`src/rtl/muc_pkg.sv`:
```
// rtl/muc_pkg.sv - shared constants and state type for the dot-product accumulator
package muc_pkg;

  localparam int MUC_N_TERMS   = 4;
  localparam int MUC_P_WIDTH   = 4;
  localparam int MUC_ACC_WIDTH = 8;

  // Clamp limits for the default accumulator width
  localparam logic [MUC_ACC_WIDTH-1:0] MUC_SAT_MAX = {1'b0, {(MUC_ACC_WIDTH-1){1'b1}}};
  localparam logic [MUC_ACC_WIDTH-1:0] MUC_SAT_MIN = {1'b1, {(MUC_ACC_WIDTH-1){1'b0}}};

  typedef enum logic {
    ST_ACC  = 1'b0,
    ST_HOLD = 1'b1
  } muc_state_e;

endpackage

```
`src/rtl/sm_to_tc.sv`:
```
// rtl/sm_to_tc.sv - sign-magnitude to two's-complement converter
module sm_to_tc #(
  parameter int P_WIDTH   = 4,
  parameter int ACC_WIDTH = 8
) (
  input  logic [P_WIDTH-1:0]   p_i,
  input  logic                 sign_i,
  output logic [ACC_WIDTH-1:0] term_o
);

  logic [ACC_WIDTH-1:0] mag;

  // Negating zero yields zero, so sign=1 with p=0 maps cleanly to 0
  assign mag    = {{(ACC_WIDTH-P_WIDTH){1'b0}}, p_i};
  assign term_o = sign_i ? (-mag) : mag;

endmodule

```
`src/rtl/muc_acc.sv`:
```
// rtl/muc_acc.sv - saturating dot-product accumulator with valid/ready result port
module muc_acc
  import muc_pkg::*;
#(
  parameter int N_TERMS   = MUC_N_TERMS,
  parameter int P_WIDTH   = MUC_P_WIDTH,
  parameter int ACC_WIDTH = MUC_ACC_WIDTH
) (
  input  logic                 clk,
  input  logic                 rst_n,
  input  logic                 flush,
  input  logic                 in_valid,
  output logic                 in_ready,
  input  logic [P_WIDTH-1:0]   p,
  input  logic                 sign,
  output logic                 out_valid,
  input  logic                 out_ready,
  output logic [ACC_WIDTH-1:0] acc_out,
  output logic                 sat
);

  localparam int CNT_W = (N_TERMS > 1) ? $clog2(N_TERMS) : 1;
  localparam logic [CNT_W-1:0]     CNT_LAST = CNT_W'(N_TERMS - 1);
  localparam logic [ACC_WIDTH-1:0] SAT_MAX  = {1'b0, {(ACC_WIDTH-1){1'b1}}};
  localparam logic [ACC_WIDTH-1:0] SAT_MIN  = {1'b1, {(ACC_WIDTH-1){1'b0}}};

  muc_state_e           state_q, state_d;
  logic [ACC_WIDTH-1:0] acc_q, acc_d;
  logic [ACC_WIDTH-1:0] acc_out_q, acc_out_d;
  logic [CNT_W-1:0]     cnt_q, cnt_d;
  logic                 sat_q, sat_d;

  logic [ACC_WIDTH-1:0] term;
  logic [ACC_WIDTH:0]   sum_w;
  logic [ACC_WIDTH-1:0] sum_clamped;
  logic                 sum_ovf;

  sm_to_tc #(
    .P_WIDTH   (P_WIDTH),
    .ACC_WIDTH (ACC_WIDTH)
  ) u_sm_to_tc (
    .p_i    (p),
    .sign_i (sign),
    .term_o (term)
  );

  // One extra bit holds the exact sum; disagreeing top bits mean overflow
  always_comb begin
    sum_w       = {acc_q[ACC_WIDTH-1], acc_q} + {term[ACC_WIDTH-1], term};
    sum_ovf     = sum_w[ACC_WIDTH] ^ sum_w[ACC_WIDTH-1];
    sum_clamped = sum_w[ACC_WIDTH-1:0];
    if (sum_ovf) begin
      sum_clamped = sum_w[ACC_WIDTH] ? SAT_MIN : SAT_MAX;
    end
  end

  always_comb begin
    state_d   = state_q;
    acc_d     = acc_q;
    acc_out_d = acc_out_q;
    cnt_d     = cnt_q;
    sat_d     = sat_q;
    case (state_q)
      ST_ACC: begin
        if (flush) begin
          acc_d = '0;
          cnt_d = '0;
          sat_d = 1'b0;
        end else if (in_valid) begin
          acc_d = sum_clamped;
          sat_d = sat_q | sum_ovf;
          if (cnt_q == CNT_LAST) begin
            cnt_d     = '0;
            acc_out_d = sum_clamped;
            state_d   = ST_HOLD;
          end else begin
            cnt_d = cnt_q + CNT_W'(1);
          end
        end
      end
      default: begin
        if (flush || out_ready) begin
          acc_d   = '0;
          sat_d   = 1'b0;
          state_d = ST_ACC;
        end
      end
    endcase
  end

  always_ff @(posedge clk) begin
    if (!rst_n) begin
      state_q   <= ST_ACC;
      acc_q     <= '0;
      acc_out_q <= '0;
      cnt_q     <= '0;
      sat_q     <= 1'b0;
    end else begin
      state_q   <= state_d;
      acc_q     <= acc_d;
      acc_out_q <= acc_out_d;
      cnt_q     <= cnt_d;
      sat_q     <= sat_d;
    end
  end

  assign in_ready  = rst_n && (state_q == ST_ACC);
  assign out_valid = (state_q == ST_HOLD);
  assign acc_out   = acc_out_q;
  assign sat       = sat_q;

endmodule

```
`config.mk`:
```
export PLATFORM = sky130hd
export DESIGN_NAME = muc_acc
export DESIGN_NICKNAME = d
export VERILOG_FILES = /design/src/rtl/muc_pkg.sv /design/src/rtl/sm_to_tc.sv /design/src/rtl/muc_acc.sv
export SDC_FILE = /design/constraint.sdc
export NUM_CORES = 1
export LEC_CHECK = 0
export BUFFER_PORTS_ARGS = -buffer_cell sky130_fd_sc_hd__buf_2
export CAP_MARGIN = 40
export CELL_PAD_IN_SITES_DETAIL_PLACEMENT = 0
export CELL_PAD_IN_SITES_GLOBAL_PLACEMENT = 1
export CORE_ASPECT_RATIO = 0.6
export CORE_MARGIN = 2
export CORE_UTILIZATION = 38
export DETAILED_ROUTE_END_ITERATION = 8
export HOLD_SLACK_MARGIN = 0.03
export PLACE_DENSITY_LB_ADDON = 0.3
export SKIP_CTS_REPAIR_TIMING = 1
export SLEW_MARGIN = 20
export SYNTH_ARGS = -nofsm -noshare
export SYNTH_HDL_FRONTEND = slang
export SYNTH_SLANG_ARGS = --single-unit
```
`constraint.sdc`:
```
create_clock -name clk -period 2.7 [get_ports clk]
set_input_delay 0.405 -clock clk [delete_from_list [all_inputs] [get_ports clk]]
set_output_delay 0.405 -clock clk [all_outputs]
set_load 0.05 [all_outputs]
```
==> results_dict.tcl, run 1 <==
set metrics [dict create \
    outcome "complete, no violations" \
    ios 21 \
    p_comb_share_pct 36.1 \
    start_util_pct 38.9 \
    fin_cells 252 \
    firstDrtPassIters 4 \
    ys_seq_area_share_pct 28.5 \
    synth_xor_area_share_pct 3.12 \
    synthToLayoutAreaGrowth_pct 26.0 \
    fin_crit_ns 2.60 \
    cp-end-kind "flop" \
    final_nets 229 \
    slowest_stage "or3_4" \
    ant_nets 0 \
    rrSetupSlack_ns 0.53 \
    powerDensity_nw_per_um2 490 \
    rows 17 \
    crit_cells 11 \
    yosysTopAreaCell "dfxtp_1" \
    insertion_delay_ns 0.26 \
    grt_pass1_wl_mm 6.14 \
    synth.top_cell.area_share_pct 28.5 \
    drive_gt1_share_pct 28.8 \
    synth_fa_ha_area_share_pct 12.1 \
    coreArea_um2 3620 \
    ff2ff_path_depth 7 \
    wirelength_mm 3.78 \
    rsz0062_at_grt "true" \
    grt_pass1_vias 1288 \
    cts_max_path_buffers 2 \
    wl_per_cell_um 15.0 \
    post-place-ws_ns -0.202 \
    p_int_w 0.000576 \
    muxShareOfSynthArea_pct 0 \
    synth_compound_area_share_pct 32.1 \
    maxSlewViolCount 0 \
    synthCells 165 \
    via_count 1416 \
    p_sw_w 0.000292 \
    finalSetupViolCount 0 \
    crit_family "simple AND/OR/NAND/NOR gates" \
    period_share_pct 96.2 \
    cts_tree "built" \
    h-tree-depth 1 \
    syn_area_per_cell_um2 8.52 \
    min_from "out_ready" \
    track_usage_pct 19.5 \
    cp_max_fo 6 \
    worstPathCellList "buf_2 -> nor3_2 -> ha_1 -> nand2_1 -> o21ai_0 -> ha_1 -> o21ai_1 -> or3_4 -> and4_4 -> nor3b_2 -> a221o_1" \
    detailed_place_hpwl_mm 3.03 \
    ys_ff_latch 20 \
    startpoint "p[1]" \
    startpoint_type "input pin" \
    cp_common_cell "ha_1" \
    first_iter_violations 106 \
    cts_buffers 3 \
    numClockSinks 20 \
    synth_top_family_by_area "compound AO/OA/AOI/OAI gates" \
    maxSlewHeadroom_pct 67.4 \
    finalHoldViolations 0 \
    antenna_cells 0 \
    overflow 0 \
    io_buffers 20 \
    ys_warn_count 0 \
    yosysUniqueCellTypes 45 \
    synth-simple-area-share_pct 20.6 \
    tightestPinTransition_ns 0.489 \
    netlist_area_um2 1410 \
    whs_path_depth 3 \
    critPathKind "input pin to flop" \
    chipHeight_um 51.1 \
    die-area_um2 4220 \
    vias_per_cell 5.62 \
    antenna_found_initial 0 \
    drc 0 \
    dieWidth_um 82.5 \
    r2r_start "acc_q[1]" \
    root_buffer "clkbuf_8" \
    syn-num-nets 188 \
    reg2reg_to "acc_q[1]" \
    worstPathArrival_ns 2.80 \
    hold_ws_ns 0.439 \
    required_ns 2.91 \
    cap_violations 0 \
    ir_drop_uv 180 \
    grt_max_degree 13 \
    synthTopCellsByArea "dfxtp_1 (28%), ha_1 (11%), a21oi_1 (5.3%)" \
    total_power_w 0.000868 \
    p_sw_share_pct 33.7 \
    fmax_mhz 385 \
    min_to "out_valid" \
    max_stage_delay_ns 0.40 \
    hold_class "input pin to flop" \
    skew_ns 0.00175 \
    leakage_nw 0.797 \
    clkPwrFrac_pct 27.0 \
    place_inst 248 \
    fin_ws_ns 0.102 \
    path_buf_inv 1 \
    clk_pin_slew_worst_paths_ns 0.07 \
    power_frac_seq_pct 36.9 \
    place.gp.congestion 0.909 \
]
[logic make-up (layout without fill, tap and decap cells)]
| kind of cell | after synthesis | in the layout |
|---|---|---|
| AO/OA/AOI/OAI | 64 | 64 |
| adder cells (fa/ha/maj) | 13 | 13 |
| buffers and inverters | 13 | 53 |
| flip-flops | 20 | 20 |
| XOR/XNOR | 5 | 5 |
| AND/OR/NAND/NOR | 50 | 50 |
[synth_stat cells]
cell / number
a211oi_2: 2
fa_1: 1
xor2_1: 2
nand3_1: 4
or2_1: 1
clkbuf_1: 3
buf_2: 2
o21ai_0: 11
a221o_1: 6
xnor2_1: 3
a21oi_1: 15
ha_1: 12
dfxtp_1: 20
and2b_1: 1
nand3_2: 2
nand2_1: 9
a211oi_1: 3
o22ai_1: 1
nor3_1: 3
nor2_1: 12
nor3b_1: 2
nand2b_1: 3
o21ai_2: 1
o21ai_1: 1
a2bb2oi_2: 1
a22oi_1: 2
a31oi_1: 3
a221oi_1: 1
or3b_1: 2
and4_1: 1
or3b_2: 1
a32oi_1: 1
nor3b_2: 1
a21o_1: 1
o211ai_1: 7
inv_1: 8
a21boi_0: 2
or3_4: 1
o21bai_1: 2
and2_1: 2
nor2b_1: 4
a311oi_1: 2
and4_4: 1
o2111ai_1: 1
o21ba_2: 1
[sequential cells by signal (all words and copies together) (netlist names)]
register   flops
out_valid      1
sat            1
acc_q          8
cnt_q          2
acc_out        8
[metrics by stage]
| stage | TNS [ns] | instance area, um^2 | utilization [%] |
|---|---|---|---|
| 2_1_floorplan | 0 | 1410 | - |
| 3_3_place_gp | -1.52 | 1700 | 47.0 |
| 3_5_place_dp | -1.65 | 1700 | 47.0 |
| 4_1_cts | 0 | 1760 | 48.5 |
| 5_1_grt | -0.0103 | 1770 | 49.0 |
| 6_report | 0 | 1770 | 49.0 |
[final cells by class]
cell class	count	area, um^2
timing repair buffer	41	258
inverter	8	30.0
tap	47	58.8
sequential	20	400
multi-input combinational	132	968
fill	350	1850
clock buffer	4	55.1
[how the worst max path moves through the flow]
| stage | endpoint | slack [ns] |
|---|---|---|
| 2_1_floorplan | acc_q[2] | 0.08 |
| 3_3_place_gp | acc_q[2] | -0.17 |
| 3_5_place_dp | acc_q[2] | -0.20 |
| 4_1_cts | acc_q[1] | 0.07 |
| 5_1_grt | acc_q[4] | -0.006 |
| 6_report | acc_q[1] | 0.10 |
[power groups by stage]
stage          combinational [W]  clock, W  sequential [W]
2_1_floorplan           0.000190         0        0.000324
3_3_place_gp            0.000297         0        0.000326
3_5_place_dp            0.000302         0        0.000326
4_1_cts                 0.000303  0.000236        0.000320
5_1_grt                 0.000342  0.000252        0.000321
6_report                0.000313  0.000235        0.000320
[worst register-to-register path, stage by stage (launching register included)]
cell and delay [ns]:
dfxtp_1 0.41, ha_1 0.28, a211oi_2 0.33, or3_4 0.22, buf_4 0.11, nand3_2 0.12
and4_1 0.29, a221o_1 0.29
[cells in the final DEF, fill, tap and decap left out, types with 2 or more instances in the layout]
cell type,n
or3b_1,2
a22oi_1,2
nor3_2,2
a311oi_1,2
ha_1,12
inv_1,8
nor3b_1,2
nand2b_1,3
a31oi_1,3
clkbuf_8,4
nand3_1,4
dfxtp_1,20
nand2_1,9
o21ai_0,11
and2_1,2
o21bai_1,2
a221o_1,6
buf_4,21
a211oi_2,3
nor2_1,12
a211oi_1,2
xor2_1,2
buf_2,20
a21oi_1,15
xnor2_1,3
o211ai_1,7
nand3_2,2
nor2b_1,4
[routing by layer]
layer  up-vias  global-route usage (%)  routed length (um)
li1        703                       -                   -
met1       676                    30.0                2070
met2        32                    27.2                1520
met3         5                    4.77                 164
met4         0                    4.10                  26
met5         -                       0                   0
No activity file was read; power rests on OpenSTA's default activity.
==> run 2: changes to the inputs <==
--- a/config.mk
+++ b/config.mk
@@ -5,13 +5,14 @@
 export SDC_FILE = /design/constraint.sdc
 export NUM_CORES = 1
 export LEC_CHECK = 0
+export ABC_AREA = 1
 export BUFFER_PORTS_ARGS = -buffer_cell sky130_fd_sc_hd__buf_2
 export CAP_MARGIN = 40
 export CELL_PAD_IN_SITES_DETAIL_PLACEMENT = 0
 export CELL_PAD_IN_SITES_GLOBAL_PLACEMENT = 1
 export CORE_ASPECT_RATIO = 0.6
 export CORE_MARGIN = 2
-export CORE_UTILIZATION = 38
+export CORE_UTILIZATION = 43
 export DETAILED_ROUTE_END_ITERATION = 8
 export HOLD_SLACK_MARGIN = 0.03
 export PLACE_DENSITY_LB_ADDON = 0.3
@@ -20,3 +21,4 @@
 export SYNTH_ARGS = -nofsm -noshare
 export SYNTH_HDL_FRONTEND = slang
 export SYNTH_SLANG_ARGS = --single-unit
+export TNS_END_PERCENT = 100
==> constraint.sdc (replaced) <==
create_clock -name clk -period 3.1 [get_ports clk]
set_input_delay 0.465 -clock clk [delete_from_list [all_inputs] [get_ports clk]]
set_output_delay 0.465 -clock clk [all_outputs]
set_load 0.05 [all_outputs]
==> run 2 against run 1 <==
Via count down 9.8%. Clock-buffer cell count down 1. Die area down 8.8%. Non-clock buffer count down 20. Critical path depth up 6. Highest routed layer unchanged.
==> results_dict.tcl, run 2 <==
set metrics [dict create \
    place.gp.congestion 0.788 \
    finalSetupViolCount 0 \
    ant_nets 0 \
    yosysMostFrequentCell "nand2_1" \
    clk_pin_slew_worst_paths_ns 0.08 \
    insertion_delay_ns 0.26 \
    startpoint_type "input pin" \
    cts_max_path_buffers 2 \
    cts_tree "built" \
    worstPathArrival_ns 2.58 \
    outcome "complete, no violations" \
    rows 16 \
    drc 0 \
    slowest_stage "fa_1" \
    firstDrtPassIters 4 \
    ys_ff_latch 20 \
    fill_cells 327 \
    netlist_area_um2 1440 \
    final_common_cell "nand2_1" \
    via_count 1277 \
    leakage_nw 0.916 \
    yosysUniqueCellTypes 28 \
    total_power_w 0.000747 \
    cp-end-kind "flop" \
    maxSlewViolCount 0 \
    dieWidth_um 78.7 \
    ios 21 \
    worstPathCellList "buf_2 -> inv_1 -> ha_1 -> nand2_1 -> o21ai_0 -> fa_1 -> nand2_1 -> nand2_1 -> nand3_2 -> nand2_1 -> nand2_2 -> nand2_4 -> inv_4 -> nand2_8 -> nand2_2 -> nand2_1 -> a21oi_2" \
    ys_warn_count 0 \
    post-place-ws_ns 0.438 \
    first_iter_violations 45 \
    antenna_cells 0 \
    wirelength_mm 3.08 \
    ys_seq_area_share_pct 27.8 \
    async_flop_share_pct 0 \
    period_share_pct 76.7 \
    drive_gt1_share_pct 23.9 \
    r2r_start "acc_q[0]" \
    root_buffer "clkbuf_8" \
    grt_pass1_wl_mm 5.20 \
    wl_per_cell_um 11.1 \
    startpoint "p[0]" \
    track_usage_pct 17.2 \
    yosysTopAreaCell "dfxtp_1" \
    required_ns 3.30 \
    fin_crit_ns 2.38 \
    syn-num-nets 235 \
    cp_max_fo 8 \
    cp-endpoint "acc_q[1]" \
    skew_ns 0.00624 \
    detailed_place_hpwl_mm 2.50 \
    coreArea_um2 3220 \
    synth.top_cell.area_share_pct 27.8 \
    vias_per_cell 4.58 \
    h-tree-depth 1 \
    seq_area_um2 400 \
    tightestPinTransition_ns 0.777 \
    cts_buffers 3 \
    start_util_pct 44.7 \
    maxSlewHeadroom_pct 47.9 \
    die-area_um2 3850 \
    place_inst 275 \
    ir_drop_uv 254 \
    setup_tns_ns 0 \
    overflow 0 \
    synthCells 212 \
    fin_cells 279 \
    max_stage_delay_ns 0.46 \
    hold_class "input pin to flop" \
    fin_ws_ns 0.723 \
    numClockSinks 20 \
    synth-main-ff-cell "dfxtp_1" \
    antenna_found_initial 0 \
    syn_area_per_cell_um2 6.80 \
    fmax_mhz 421 \
    layout_common_cells "nand2_1 (62), inv_1 (36), dfxtp_1 (20), buf_2 (20)" \
    synthTopCellsByArea "dfxtp_1 (28%), nand2_1 (16%), ha_1 (10%)" \
    ff2ff_path_depth 13 \
    multi_input_area_um2 880 \
    reg2reg_to "acc_q[1]" \
    hold_ws_ns 0.400 \
    cap_violations 0 \
    finalHoldViolations 0 \
    cp_common_cell "nand2_1" \
    ys_top_cells_by_count "nand2_1 (62), inv_1 (36), dfxtp_1 (20)" \
    powerDensity_nw_per_um2 449 \
    grt_pass1_vias 1081 \
    synth-edff-count 0 \
    rsz0062_at_grt "false" \
    grt_max_degree 21 \
    synthToLayoutAreaGrowth_pct 15.5 \
    critPathKind "input pin to flop" \
    io_buffers 20 \
    rrSetupSlack_ns 1.11 \
    chipHeight_um 48.8 \
    final_nets 258 \
]
run 2: cell count changes after synthesis, sizes merged, moves of 3 or more:
cell / change
nand2b: -3
nor3b: -3
nor2b: -4
nand2: +67
a31oi: -3
a221o: -6
inv: +31
a21oi: +6
a211oi: -5
or3b: -3
o211ai: -7
run 2: cells by family after synthesis:
group	count (synthesis)	synth area share [%]
AO/OA/AOI/OAI	35	15.1
XOR/XNOR	3	1.82
adder cells (fa/ha/maj)	13	11.8
buffers and inverters	42	11.2
flip-flops	20	27.8
AND/OR/NAND/NOR	99	32.3
run 2: worst min path at each step:
stage,cells past startpoint,slack [ns],to,start
final,3,0.40,acc_out[7],rst_n
after global routing,3,0.42,acc_out[7],rst_n
after CTS,3,0.40,acc_out[7],rst_n
after detailed placement,2,0.47,cnt_q[1],cnt_q[1]
after global placement,2,0.46,cnt_q[1],cnt_q[1]
after floorplan,2,0.44,cnt_q[1],cnt_q[1]
run 2: layer usage:
layer  vias to the layer above  wire length (um)  GRT usage, %
met2                        26              1120          23.1
met1                       541              1780          28.0
met3                         2               167          4.44
met5                         -                 0             0
li1                        708                 -             -
met4                         0                13          1.75
run 2: final cells by class:
cell class | instances | area share [%]
clock inverter | 1 | 1.80
timing repair buffer | 21 | 6.47
sequential | 20 | 24.1
clock buffer | 3 | 2.48
tap | 45 | 3.38
multi-input combinational | 150 | 52.9
inverter | 39 | 8.95
run 2: metrics by stage:
stage,instance area [um^2],utilization [%]
2_1_floorplan,1440,-
3_3_place_gp,1590,49.4
3_5_place_dp,1590,49.4
4_1_cts,1660,51.6
5_1_grt,1660,51.6
6_report,1660,51.6
run 2: worst max-delay path, delay by kind of cell:
family | cells | cell delay, ns
compound gates | 2 | 0.28
buf+inv | 3 | 0.24
fa+ha+maj | 2 | 0.75
simple gates | 10 | 0.83
run 2: power breakdown:
group          switching, W  internal (W)
Sequential       0.00000649      0.000265
Combinational      0.000136     0.0000727
Clock             0.0000937      0.000172
Total              0.000236      0.000510
